$ cat config.mk
export PLATFORM = sky130hd
export DESIGN_NAME = fetch_queue
export DESIGN_NICKNAME = d
export VERILOG_FILES = /design/src/rtl/fetch_queue.sv
export SDC_FILE = /design/constraint.sdc
export NUM_CORES = 1
export LEC_CHECK = 0
export ABC_AREA = 1
export BUFFER_PORTS_ARGS = -buffer_cell sky130_fd_sc_hd__buf_4
export CAP_MARGIN = 10
export CORE_MARGIN = 3
export CORE_UTILIZATION = 62
export CTS_BUF_LIST = sky130_fd_sc_hd__clkbuf_4 sky130_fd_sc_hd__clkbuf_8
export DETAILED_ROUTE_END_ITERATION = 7
export HOLD_SLACK_MARGIN = 0.03
export PLACE_DENSITY = 0.82
export SLEW_MARGIN = 20
export SYNTH_ARGS = -nofsm -noshare
export SYNTH_HDL_FRONTEND = slang
export SYNTH_SLANG_ARGS = --single-unit
$ cat constraint.sdc
create_clock -name clk -period 4.9 [get_ports clk]
set_clock_uncertainty 0.1 [all_clocks]
set_input_delay 0.735 -clock clk [delete_from_list [all_inputs] [get_ports clk]]
set_output_delay 0.735 -clock clk [all_outputs]
set_load 0.005 [all_outputs]
$ cat src/rtl/fetch_queue.sv
// Instruction fetch unit: owns the PC, issues reads to a 1-cycle imem and buffers {pc, ir} for ID.
// Optional build macro FETCH_QUEUE_BYPASS_EN forwards a response straight to ID when the queue is empty.
module fetch_queue #(
    parameter int          DEPTH    = 4,
    parameter logic [31:0] RESET_PC = 32'h0000_0000
) (
    input  logic        clk,
    input  logic        rst,
    input  logic        redirect,
    input  logic [31:0] redirect_pc,
    output logic        imem_en,
    output logic [29:0] imem_addr,
    input  logic [31:0] imem_data,
    output logic        out_valid,
    input  logic        out_ready,
    output logic [31:0] out_pc,
    output logic [31:0] out_pc4,
    output logic [31:0] out_ir
);

    localparam int AW = $clog2(DEPTH);
    localparam int CW = AW + 1;

    logic [31:0]   pc;
    logic [31:0]   resp_pc;
    logic          inflight;
    logic [31:0]   q_pc [DEPTH];
    logic [31:0]   q_ir [DEPTH];
    logic [AW-1:0] head;
    logic [AW-1:0] tail;
    logic [CW-1:0] count;

    logic          q_nonempty;
    logic          resp_valid;
    logic [CW:0]   occupancy;
    logic          bypass;
    logic          push;
    logic          pop;

    assign q_nonempty = (count != '0);
    assign resp_valid = inflight && !redirect;

    // The in-flight read holds a credit so its response always finds a free slot.
    assign occupancy = {1'b0, count} + {{CW{1'b0}}, inflight};
    assign imem_en   = rst && !redirect && (occupancy < (CW+1)'(DEPTH));
    assign imem_addr = pc[31:2];

`ifdef FETCH_QUEUE_BYPASS_EN
    assign bypass = !q_nonempty && resp_valid;
`else
    assign bypass = 1'b0;
`endif

    // Handshake: a transfer to ID happens on a cycle with out_valid && out_ready;
    // while out_valid && !out_ready the head is held unchanged.
    always_comb begin
        out_valid = q_nonempty;
        out_pc    = q_pc[head];
        out_ir    = q_ir[head];
        if (bypass) begin
            out_valid = 1'b1;
            out_pc    = resp_pc;
            out_ir    = imem_data;
        end
    end

    assign out_pc4 = out_pc + 32'd4;

    assign pop  = q_nonempty && out_ready && !redirect;
    assign push = resp_valid && !(bypass && out_ready);

    always_ff @(posedge clk or negedge rst) begin
        if (!rst) begin
            pc       <= RESET_PC;
            resp_pc  <= '0;
            inflight <= 1'b0;
            head     <= '0;
            tail     <= '0;
            count    <= '0;
        end else if (redirect) begin
            pc       <= {redirect_pc[31:2], 2'b00};
            inflight <= 1'b0;
            head     <= '0;
            tail     <= '0;
            count    <= '0;
        end else begin
            inflight <= imem_en;
            if (imem_en) begin
                pc      <= pc + 32'd4;
                resp_pc <= pc;
            end
            if (pop) begin
                head <= head + AW'(1);
            end
            if (push) begin
                tail <= tail + AW'(1);
            end
            unique case ({push, pop})
                2'b10:   count <= count + CW'(1);
                2'b01:   count <= count - CW'(1);
                default: count <= count;
            endcase
        end
    end

    always_ff @(posedge clk or negedge rst) begin
        if (!rst) begin
            for (int i = 0; i < DEPTH; i++) begin
                q_pc[i] <= '0;
                q_ir[i] <= '0;
            end
        end else if (push) begin
            q_pc[tail] <= resp_pc;
            q_ir[tail] <= imem_data;
        end
    end

endmodule
==> results.cfg <==
[status]
status = completed

[timing]
post-route-period-util = 0.8549
finalSetupTns_ps = 0
fin_hold_ws_ps = 264.5
finalMaxSlewViolations = 0
fin_crit_ps = 4189
rsz0062_at_grt = no
finalSetupViolations = 0
hold_viol = 0
fin_ws_ps = 711.1
worst_pin_slew_ps = 961.5
worst_slew_margin_rel = 0.3590
max_freq_mhz = 238.7

[clock_network]
cts_buffers = 51
clock-root-buffer = clkbuf_8
path_clk_slew_ps = 60
ctsHtreeMaxLevel = 2
clock-sinks = 316
ctsResizeCount = 0
clock_latency_ps = 580
cts_setup_buffers = 0
tritoncts = done
clk_path_buf_depth = 3

[yosys]
ys.flop_type = dfrtp_1
ys_types = 36
avgSynthCellArea_um2 = 7.616
ys_seq_area_frac = 0.5035
async_flop_share = 1.000
synth_top_cells_by_area = dfrtp_1, nand2_1, o21ai_0
yosys.area.top_type = dfrtp_1
yosys_warnings = 0
yosysTopAreaCellShare = 0.5035
syn_area_um2 = 15700
netlist_instances = 2062
synth-edff-count = 0
ys_ff_latch = 316

[layout]
insertedDiodeCount = 0
layout_common_cells = nand2_1, o21ai_0, dfrtp_1
drive_above_1_share = 0.1502
layout_commonest_cell = nand2_1
area_delta_synth_final_pct = 16.40
finalNetCount = 2287

[power_and_ir_drop]
irDropWorstVdd_mv = 0.2607
total_leakage_power_nw = 9.227
power_frac_comb = 0.254
internal_power_mw = 5.221
switchingPower_mw = 2.435
pwr_density_cell_nw_per_um2 = 418.8
swShare = 0.3181
power_frac_seq = 0.439
pwr-share-clk = 0.306

[place]
portBuffers = 189
pre_cts_slack_ps = 1296
gp_congestion = 0.9173
hpwl_um = 26310

[floorplanning]
chipWidth_um = 165.2
start_util = 0.6382
ios = 196
die_h_um = 165.2
row_count = 57
dieArea_um2 = 27270
core_um2 = 24600

[critical_path]
crit_fanout = 53
cp_data_required_time_ps = 4070
cp_data_arrival_time_ps = 3350
worstSetupPathType = reg2out
cp-start-kind = flop
endpoint_kind = output port

[drt]
drcViolationCount = 0
firstDrtPassIters = 5
viasPerCell = 5.553
ant_nets = 0
drt_iter0_drc = 1420
vias = 14290
wl_per_cell_um = 15.65
drt_wl_total_um = 40280

[global_routing]
antenna_found_initial = 0
grt_pass1_wl_um = 66130
grt.total_usage = 0.3000
grt_start_max_net_pins = 181
overflow = 0
grt_pass1_vias = 13460

[hold_path]
hold_class = in2reg

[flow_run]
drv_cap = 0
worst max-delay path, stage by stage, from the launching register on:
cell     delay [ps]
dfrtp_4         660
buf_4           540
nand2_1          90
o21ai_1          90
nand2_1          80
nand2_2         160
ha_1            250
nand3_2         180
nor2_4          240
nand2_2         120
o21ai_1         130
nand2_1          80
buf_4           140
final cells by class:
cell class	count	area (um2)
Clock buffer	82	991.0
Timing Repair Buffer	209	1592
Fill cell	1914	6325
Inverter	161	605.6
Multi-Input combinational cell	1473	6690
Tap cell	324	405.4
Clock inverter	9	83.83
Sequential cell	316	7913
logic make-up (layout without fill, tap and decap cells):
| kind of cell | count (synthesis) | after routing | share of synthesized area |
|---|---|---|---|
| AO/OA/AOI/OAI | 435 | 435 | 0.1461 |
| flip-flops | 316 | 316 | 0.5035 |
| buffers and inverters | 276 | 461 | 0.07306 |
| adder cells (fa/ha/maj) | 7 | 7 | 0.006055 |
| AND/OR/NAND/NOR | 1000 | 1000 | 0.2559 |
| XOR/XNOR | 27 | 27 | 0.01506 |
| other | 1 | 4 | 0.0002388 |
flip-flops by register name (all words and copies together) (netlist names):
| register | flops |
|---|---|
| pc | 30 |
| tail | 2 |
| q_pc | 120 |
| count | 3 |
| resp_pc | 30 |
| head | 2 |
| inflight | 1 |
| q_ir | 128 |
final timing paths:
check,slack [ps],from,to,cells past startpoint
min in group asynchronous,550,rst,q_ir[103],2
hold / removal,260,redirect_pc[8],pc[8],3
setup / recovery,710,head[0],out_pc4[22],12
max in group asynchronous,2550,rst,q_ir[91],4
hold reg to reg,380,q_ir[91],q_ir[91],2
setup reg to reg,2280,inflight,q_ir[123],6
routing by layer:
layer / wire, um / vias up / global-route usage
li1: - / 6912 / -
met1: 17830 / 6761 / 0.4409
met2: 18630 / 558 / 0.4674
met3: 3133 / 62 / 0.04864
met4: 680 / 0 / 0.08235
met5: 0 / - / 0
power groups by stage:
stage               clock (mW)  combinational, mW  sequential (mW)
finish                    2.35               1.95             3.36
CTS                       2.38               1.95             3.35
floorplan                    0               1.12             3.30
global placement             0               1.88             3.37
detailed placement           0               1.94             3.39
global route              2.51               2.22             3.41
repair_timing:
item / in CTS / in global routing
endpoints found under the setup margin: 0 / 0
endpoints found under the hold margin: 38 / 0
hold buffers: 1 / 0
synthesized netlist by cell type, types with 5 or more instances:
cell type and instances:
nand2_1 706, nor2_1 155, nand3_1 88, dfrtp_1 316, a21oi_1 9, o21bai_1 10, ha_1 6, xor2_1 25
clkbuf_1 61, nor3_1 10, buf_4 5, nor2_2 5, o22ai_1 33, buf_6 8, buf_1 15, buf_2 26
o21ai_0 363, nand4_1 10, inv_1 158, nand2_2 16
per-stage QoR:
step                        util  std cells  total power [mW]  area, um2
after floorplan                -       2065             4.423      15720
final                     0.7429       2574             7.656      18280
after detailed placement  0.6989       2482             5.330      17200
after global placement    0.6989       2482             5.252      17200
after global routing      0.7429       2574             8.133      18280
after CTS                 0.7429       2574             7.680      18280
Power figures use the tool's default switching activity.
